--- src/rtl/adc_sample_fifo.sv ---
// adc_sample_fifo: first-word-fall-through ADC sample FIFO with output code transform and drop accounting
module adc_sample_fifo #(
  parameter int DATA_W     = 14,
  parameter int DEPTH_LOG2 = 4,
  parameter bit INVERT     = 1,
  parameter bit OB2TC      = 0
) (
  input  logic                  sys_CLK,
  input  logic                  sys_RST,
  input  logic [DATA_W-1:0]     Ain,
  input  logic                  Ain_valid,
  output logic [DATA_W-1:0]     Aout,
  output logic                  Aout_valid,
  input  logic                  Aout_ready,
  output logic [DEPTH_LOG2:0]   level,
  output logic                  full,
  output logic                  empty,
  output logic                  overflow,
  output logic [15:0]           drop_cnt,
  input  logic                  ovf_clr
);
  localparam int DEPTH = 2 ** DEPTH_LOG2;
  localparam logic [DEPTH_LOG2:0] full_lvl = (DEPTH_LOG2 + 1)'(DEPTH);
  // inversion and MSB flip collapse into one constant XOR mask
  localparam logic [DATA_W-1:0] xmask = {DATA_W{INVERT}} ^ {OB2TC, {(DATA_W - 1){1'b0}}};
  logic [DATA_W-1:0] mem [DEPTH];
  logic [DEPTH_LOG2-1:0] rd_ptr, wr_ptr;
  logic push, pop, drop;
  assign full       = level == full_lvl;
  assign empty      = level == '0;
  assign Aout_valid = !empty;
  assign pop        = Aout_valid & Aout_ready;
  assign push       = Ain_valid & (!full | pop);
  assign drop       = Ain_valid & full & !pop;
  assign Aout       = Aout_valid ? mem[rd_ptr] ^ xmask : '0;
  always_ff @(posedge sys_CLK)
    if (!sys_RST && push) mem[wr_ptr] <= Ain;
  always_ff @(posedge sys_CLK) begin
    if (sys_RST) begin
      rd_ptr   <= '0;
      wr_ptr   <= '0;
      level    <= '0;
      overflow <= 1'b0;
      drop_cnt <= '0;
    end else begin
      if (push) wr_ptr <= wr_ptr + 1'b1;
      if (pop) rd_ptr <= rd_ptr + 1'b1;
      level <= level + (DEPTH_LOG2 + 1)'(push) - (DEPTH_LOG2 + 1)'(pop);
      // a drop in the clearing cycle is recorded as the first drop after the clear
      if (ovf_clr) begin
        overflow <= drop;
        drop_cnt <= drop ? 16'd1 : 16'd0;
      end else if (drop) begin
        overflow <= 1'b1;
        drop_cnt <= drop_cnt == 16'hFFFF ? drop_cnt : drop_cnt + 16'd1;
      end
    end
  end
endmodule

--- config.mk ---
export PLATFORM = sky130hd
export DESIGN_NAME = adc_sample_fifo
export DESIGN_NICKNAME = d
export VERILOG_FILES = /design/src/rtl/adc_sample_fifo.sv
export SDC_FILE = /design/constraint.sdc
export NUM_CORES = 1
export LEC_CHECK = 0
export ABC_CLOCK_PERIOD_IN_PS = 2800
export BUFFER_PORTS_ARGS = -buffer_cell sky130_fd_sc_hd__buf_4
export CORE_UTILIZATION = 60
export DETAILED_ROUTE_END_ITERATION = 10
export PLACE_DENSITY = 0.8
export SYNTH_ARGS = -nofsm -noshare
export SYNTH_HDL_FRONTEND = slang
export SYNTH_SLANG_ARGS = --single-unit
export TNS_END_PERCENT = 10
--- constraint.sdc ---
create_clock -name sys_CLK -period 2.8 [get_ports sys_CLK]
set_clock_uncertainty 0.05 [all_clocks]
set_input_delay 0.14 -clock sys_CLK [delete_from_list [all_inputs] [get_ports sys_CLK]]
set_output_delay 0.14 -clock sys_CLK [all_outputs]
set_load 0.01 [all_outputs]
# Yosys cells after proc, flatten, opt, wreduce, memory -nomap -nowiden
# Memory sizes are Yosys's and may differ from the RTL's. A register that Yosys moved wholly into a read port is not among the register bits.
# Index checks and enable logic that the tools add are counted.
# classes
addsub	5
multipliers	0
div	0
n_lt_le_gt_ge	0
eq_ne	3
shifts	0
muxes	11
n_bitwise	6
n_reduce_logical	8
# op_table
op	n
$mux W16	3
$add A16 B1 Y16 const B	1
$eq A16 B16 Y1 const B	1
$mux W14	1
$not A14 Y14	1
$add A4 B1 Y4 const B	2
$mux W4	2
$add A5 B1 Y5	1
$eq A5 B5 Y1 const B	1
$logic_not A5 Y1	1
$mux W1	5
$sub A5 B1 Y5	1
$and A1 B1 Y1	4
$logic_not A1 Y1	4
$ne A2 B2 Y1 const B	1
$reduce_and A2 Y1	1
$reduce_bool A2 Y1	1
$logic_and A1 B1 Y1	1
$or A1 B1 Y1	1
# totals
regBits	30
latchBits	0
ram_bits	224
mem_bits_ro	0
input_bits	19
output_inout_bits	39
elab_cells	39
memories	1
# mem_list
name	words	word_bits	read_ports	rd_clocked_by_memory_dff	wr	line	text
mem	16	14	1	1	1	26	logic [DATA_W-1:0] mem [DEPTH];

# Longest topological paths before layout
# Gate-level depths: netlist (run 1).
# logic_depth
word_depth	8
mapped_depth	14
ltp_nobuf	14

# Worst setup path after synthesis (run 1)
# No wires, ideal clock.
# synth_timing
path_kind	flip-flop to flip-flop
startpoint	register level[2]
endpoint	register level[4]
setup_ns	0.117
arrival_time_ns	2.477
required_ns	2.633
slack_ns	0.156
path_stages_with_launch	15
n_path_buf	0
period_less_slack_ns	2.644
path_cell_list	dfxtp_1 -> inv_1 -> ha_1 -> nor4b_2 -> inv_1 -> nand2_1 -> or2_2 -> nand2_1 -> ha_1 -> inv_1 -> fa_1 -> nor2b_1 -> o21bai_1 -> a21oi_1 -> nor3b_1
# synth_between
elab_chain_len	7
elab_cells_between_ends	9
cone_classes	2 x add/sub; 1 x eq/ne; 3 x bitwise; 3 x reduce/logical
# synth_rtl
element	line	text
start, declared	15	output logic [DEPTH_LOG2:0] level,
start signal, assigned	48	level <= level + (DEPTH_LOG2 + 1)'(push) - (DEPTH_LOG2 + 1)'(pop);
$logic_not A5 Y1 (*)	30	assign empty = level == '0;
$logic_not A1 Y1 (*)	31	assign Aout_valid = !empty;
named net Aout_valid	13	output logic Aout_valid,
$and A1 B1 Y1 (*)	32	assign pop = Aout_valid & Aout_ready;
$or A1 B1 Y1	33	assign push = Ain_valid & (!full | pop);
$and A1 B1 Y1	33	
$add A5 B1 Y5	48	
$sub A5 B1 Y5 (*)	48	
# The timed path passes the listed nets; every way through them passes the cells marked *.
# A chain may end at the register's enable or synchronous reset.

==> flow_summary.yaml, run 1 <==
place:
  port_buffers: 57
  final_estimated_routing_congestion_in_global_placement: 0.829
  dp.final_hpwl_mm: 13.5
  setup_slack_placement_ns: 0.0818
route:
  starting_drc_count_in_detailed_routing: 483
  residual_antenna_violating_net_count_after_detailed_routing: 0
  wl_mm: 22.5
  detailedRoute.firstPassIterationCount: 5
  routed_via_density: 6.22
  drc: 0
  routed-via-count: 6023
  wire_per_inst_um: 23.3
power:
  total_power_mw: 10.0
  irDropWorstVdd_mv: 0.583
  leakagePower_nw: 4.09
  power_density_mw_per_mm2: 815
synthesis:
  post_synth_main_area_contributors: "sky130_fd_sc_hd__edfxtp_1, sky130_fd_sc_hd__mux2i_1, sky130_fd_sc_hd__dfxtp_1"
  yosys.area.top_type: "sky130_fd_sc_hd__edfxtp_1"
  syn-mean-instance-area_um2: 16.7
  most_frequently_used_flop_master_after_synthesis: "sky130_fd_sc_hd__edfxtp_1"
  yosys.cell_count.top_type: "sky130_fd_sc_hd__edfxtp_1"
  mappedNetlistArea_mm2: 0.0104
  synth_top_cells_by_count: "sky130_fd_sc_hd__edfxtp_1, sky130_fd_sc_hd__mux2i_1, sky130_fd_sc_hd__nor2_1"
  synth_register_bits: 258
  synth_top_area_frac: 0.646
  postSynthCellCount: 622
  ys_warn_count: 0
  synth_fp_nets: 653
  portion_of_the_post_synthesis_area_used_by_sequential_elements: 0.711
  synth-async-reset-ratio: 0
  synth_enable_flop_cells: 224
  synth_cell_types: 53
floorplanning:
  design.portCount: 58
  die_area_mm2: 0.0179
  die_height_um: 134
  initial_util: 0.621
  die_width_um: 134
  rows: 47
  floorplan.core_area_mm2: 0.0168
clock_tree:
  clock_buffer_count_from_cts: 25
  cts.htree.levels: 1
  clk_pin_slew_worst_paths_ns: 0.06
  ctsLongestPathBuffers: 3
  cts_tree: "done"
  clock_sinks: 258
  cts_root_buffer: "sky130_fd_sc_hd__clkbuf_16"
  worstSkewPairLatency_ns: 0.52
setup_path:
  worst_path_arrival_time_ns: 2.47
  critPathCaptureType: "output pin"
  path_depth_of_the_worst_reg2reg_path: 14
  category_of_the_worst_setup_path_launch_point: "flop"
  crit_required_ns: 2.61
  worstReg2RegStart: "level[2]"
  largest_fanout_on_the_critical_path: 8
  r2r_end: "level[4]"
  path_class: "reg -> out"
  worst-r2r-setup-slack_ns: 0.16
worst_hold_path:
  holdPathEnd: "mem[11][2]"
  worstHoldPathCells: 2
  hp_class: "in -> reg"
  min_from: "Ain[2]"
finish:
  nFillCells: 1012
  postLayoutCoreUtil: 0.735
  antenna_diode_count: 0
  register_area_mm2: 0.00741
  multiInputGateArea_mm2: 0.00287
  final_layout_net_count: 760
  layout-drive-gt1-share: 0.243
  synthToLayoutAreaGrowth_pct: 18.3
timing:
  setup_slack_ns: 0.141
  final_hold_viol_count: 0
  whs_ns: 0.425
  worst-slew-pin-transition_ns: 0.814
  setup_total_negative_slack_ns: 0
  maxSlewViolCount: 0
  fmax_mhz: 376
  finalCritPeriodShare: 0.950
  min_period_ns: 2.66
  setup_viol_count_final: 0
  slew_headroom: 0.456
grt:
  grt_pass1_vias: 6062
  grt_max_degree: 42
  grt_pass1_wl_mm: 33.9
  global_route.overflow_total: 0
  grt_antenna_before_repair: 0
  grt.total_usage: 0.254
status:
  run_status: "finished, final reports clean"
flow_run:
  max_capacitance_violation_count: 0
-- cell type report --
class,count,share of cell area
Sequential cell,258,0.602
Timing Repair Buffer,110,0.0739
Inverter,11,0.00335
Multi-Input combinational cell,323,0.233
Clock inverter,13,0.00975
Tap cell,220,0.0223
Clock buffer,33,0.0557
-- sequential cells by signal, summed over array words and instances (netlist names), named ones only --
| name | cells |
|---|---|
| drop_cnt | 16 |
| level | 5 |
| mem | 224 |
| overflow | 1 |
| rd_ptr | 4 |
| wr_ptr | 4 |
-- routing by layer --
layer | global-route usage | share of wire | vias to the layer above
met3 | 0.0342 | 0.057 | 35
met5 | 0 | 0 | -
met4 | 0.0448 | 0.013 | 0
li1 | - | - | 2689
met2 | 0.470 | 0.54 | 244
met1 | 0.322 | 0.39 | 3055
-- where the power goes --
group          total (mW)  internal (mW)  leakage, nW  switching, mW
registers            4.42           4.29         2.30          0.138
clock network        3.27           1.91        0.393           1.36
logic                2.35           1.13         1.41           1.22
total                10.0           7.32         4.09           2.71
-- through the flow --
step,cells,cell area [um2]
after floorplan,622,10400
after global placement,901,11300
after detailed placement,901,11300
after CTS,966,12300
after global routing,968,12300
final,968,12300
-- placed cells by master (no fill, tap or decap), types with 12 or more instances in the layout --
cell type,count
sky130_fd_sc_hd__a21oi_1,12
sky130_fd_sc_hd__a22oi_1,28
sky130_fd_sc_hd__a311oi_1,13
sky130_fd_sc_hd__buf_4,87
sky130_fd_sc_hd__clkbuf_16,25
sky130_fd_sc_hd__dfxtp_1,32
sky130_fd_sc_hd__dlygate4sd3_1,19
sky130_fd_sc_hd__edfxtp_1,224
sky130_fd_sc_hd__mux2i_1,71
sky130_fd_sc_hd__mux4_2,28
sky130_fd_sc_hd__nand2_1,14
sky130_fd_sc_hd__nor2_1,47
-- timing repair --
| action | CTS | global route |
|---|---|---|
| cloned | 0 | 0 |
| buffers inserted | 0 | 2 |
| hold endpoints to repair | 245 | 0 |
| hold buffers | 19 | 0 |
| resized for setup | 4 | 8 |
| setup endpoints to repair | 4 | 6 |
| pin swaps | 0 | 1 |
-- how the worst max path moves through the flow --
stage          startpoint       end
2_1_floorplan    level[2]  level[4]
3_3_place_gp     level[2]  level[4]
3_5_place_dp     level[2]  level[4]
4_1_cts              flop  Aout[13]
5_1_grt          level[2]  level[4]
6_report             flop   Aout[6]
-- worst max-delay path, stage by stage, from the launching register on --
cell                       delay, ns
sky130_fd_sc_hd__dfxtp_4        0.42
sky130_fd_sc_hd__buf_6          0.19
sky130_fd_sc_hd__mux4_2         0.52
sky130_fd_sc_hd__mux2i_2        0.23
sky130_fd_sc_hd__nor2_1         0.06
sky130_fd_sc_hd__a311oi_1       0.33
sky130_fd_sc_hd__buf_4          0.20
-- logic make-up after synthesis --
group | synth area share
xor gates and xnor gates | 0.00673
muxes | 0.131
adders and majority gates | 0.0151
and+or+nand+nor | 0.0633
AOI/OAI and AO/OA | 0.0550
DFF | 0.711
buffers and inverters | 0.0179
Note: power is estimated with default switching activity, not from simulation.
==> inputs of run 2 (changes only) <==
- CORE_UTILIZATION: 60 -> 63
- CTS_BUF_LIST: default -> sky130_fd_sc_hd__clkbuf_8
- PLACE_DENSITY: 0.8 -> 0.83
==> flow_summary.yaml, run 2 (synthesized netlist as in run 1, its figures left out) <==
status:
  run_status: "finished, final reports clean"
grt:
  grt_antenna_before_repair: 0
  grt_pass1_vias: 6231
  global_route.overflow_total: 0
  grt.total_usage: 0.273
  grt_pass1_wl_mm: 33.5
  grt_max_degree: 44
worst_hold_path:
  worstHoldPathCells: 2
  min_from: "Ain[12]"
  hp_class: "in -> reg"
  holdPathEnd: "mem[8][12]"
finish:
  largest_registers: "mem: 224 flops, drop_cnt: 16 flops, level: 5 flops"
  top_register: "mem"
  layout.cells.most_common_list: "sky130_fd_sc_hd__edfxtp_1, sky130_fd_sc_hd__buf_4, sky130_fd_sc_hd__mux2i_1"
  most_frequent_standard_cell_in_the_layout_excluding_fill_and_tap_cells: "sky130_fd_sc_hd__edfxtp_1"
  largest_register_ff_count: 224
  synthToLayoutAreaGrowth_pct: 17.7
  layout-drive-gt1-share: 0.252
  antenna_diode_count: 0
  final_layout_net_count: 772
timing:
  setup_slack_ns: 0.0413
  setup_total_negative_slack_ns: 0
  setup_viol_count_final: 0
  finalCritPeriodShare: 0.985
  slew_headroom: 0.396
  final_hold_viol_count: 0
  worst-slew-pin-transition_ns: 0.898
  min_period_ns: 2.76
  fmax_mhz: 362
  maxSlewViolCount: 0
  grt_setup_unrepaired: "true"
power:
  power_density_mw_per_mm2: 794
  irDropWorstVdd_mv: 0.704
  combPwrFrac: 0.242
  power.clock.fraction: 0.302
  leakagePower_nw: 4.12
  total_power_mw: 9.72
  internal_power_mw: 6.99
  switching_share: 0.282
  pwr-share-seq: 0.455
  total_switching_power_mw: 2.74
setup_path:
  crit_required_ns: 3.21
  path_class: "reg -> reg"
  worstReg2RegStart: "drop_cnt[1]"
  critPathCaptureType: "flop"
  worst_path_arrival_time_ns: 3.17
  r2r_end: "drop_cnt[0]"
  path_depth_of_the_worst_reg2reg_path: 6
  largest_fanout_on_the_critical_path: 10
  worst-r2r-setup-slack_ns: 0.04
  category_of_the_worst_setup_path_launch_point: "flop"
floorplanning:
  die_area_mm2: 0.0170
  die_width_um: 131
  initial_util: 0.651
  die_height_um: 131
  floorplan.core_area_mm2: 0.0160
  rows: 46
  design.portCount: 58
route:
  detailedRoute.firstPassIterationCount: 5
  wl_mm: 22.5
  drc: 0
  starting_drc_count_in_detailed_routing: 632
  routed-via-count: 6167
  residual_antenna_violating_net_count_after_detailed_routing: 0
  routed_via_density: 6.27
  wire_per_inst_um: 22.9
place:
  dp.final_hpwl_mm: 13.5
  port_buffers: 57
  final_estimated_routing_congestion_in_global_placement: 0.873
  setup_slack_placement_ns: 0.0118
clock_tree:
  worstSkewPairLatency_ns: 0.54
  clk_pin_slew_worst_paths_ns: 0.07
  cts_root_buffer: "sky130_fd_sc_hd__clkbuf_8"
  clock_buffer_count_from_cts: 41
  ctsLongestPathBuffers: 3
  cts_tree: "done"
  cts.htree.levels: 2
  clock_sinks: 258
flow_run:
  max_capacitance_violation_count: 0
-- run 2: cell type report --
| type | count | area, um2 |
|---|---|---|
| Timing Repair Buffer | 106 | 891 |
| Clock buffer | 42 | 578 |
| Tap cell | 216 | 270 |
| Inverter | 11 | 41.3 |
| Sequential cell | 258 | 7420 |
| Fill cell | 906 | 3740 |
| Clock inverter | 27 | 164 |
| Multi-Input combinational cell | 323 | 2890 |
-- run 2: worst max path at each step --
stage / slack [ns] / start / cells past startpoint / end
2_1_floorplan: 0.16 / level[2] / 14 / level[4]
3_3_place_gp: 0.26 / level[2] / 14 / level[4]
3_5_place_dp: 0.01 / level[2] / 14 / level[4]
4_1_cts: -0.04 / flop / 6 / Aout[2]
5_1_grt: -0.02 / flop / 6 / Aout[6]
6_report: 0.04 / drop_cnt[1] / 6 / drop_cnt[0]
-- run 2: repair_timing --
item	4_1_cts	5_1_grt
pin swaps	0	1
hold buffers	19	0
buffers inserted	0	1
endpoints found under the hold margin	245	0
setup endpoints to repair	7	11
gates resized for setup	6	13
-- run 2: critical path, cell delays in order, from the launching register on --
cell	delay, ns
sky130_fd_sc_hd__dfxtp_1	0.41
sky130_fd_sc_hd__ha_1	0.30
sky130_fd_sc_hd__nand4_2	0.19
sky130_fd_sc_hd__or4_4	0.65
sky130_fd_sc_hd__a2111o_1	0.44
sky130_fd_sc_hd__dlygate4sd3_1	0.57
sky130_fd_sc_hd__o31ai_1	0.06
-- run 2: per-stage QoR --
| stage | hold slack (ns) | cells | util | area (um2) |
|---|---|---|---|---|
| after floorplan | 0.189 | 622 | - | 10400 |
| after global placement | 0.389 | 894 | 0.702 | 11200 |
| after detailed placement | 0.399 | 894 | 0.702 | 11200 |
| after CTS | 0.375 | 982 | 0.762 | 12200 |
| after global routing | 0.412 | 983 | 0.766 | 12300 |
| final | 0.392 | 983 | 0.766 | 12300 |
-- run 2: power by group through the flow --
| stage | Clock, mW | Combinational [mW] | Sequential [mW] |
|---|---|---|---|
| 2_1_floorplan | 0 | 1.41 | 4.44 |
| 3_3_place_gp | 0 | 2.09 | 4.49 |
| 3_5_place_dp | 0 | 2.18 | 4.51 |
| 4_1_cts | 2.97 | 2.25 | 4.44 |
| 5_1_grt | 3.12 | 2.51 | 4.43 |
| 6_report | 2.94 | 2.36 | 4.43 |
-- run 2: routing by layer --
layer | part of all wire | up-vias | track usage
met3 | 0.072 | 39 | 0.0497
met2 | 0.53 | 307 | 0.497
met5 | 0 | - | 0
met1 | 0.38 | 3104 | 0.329
li1 | - | 2717 | -
met4 | 0.018 | 0 | 0.0906
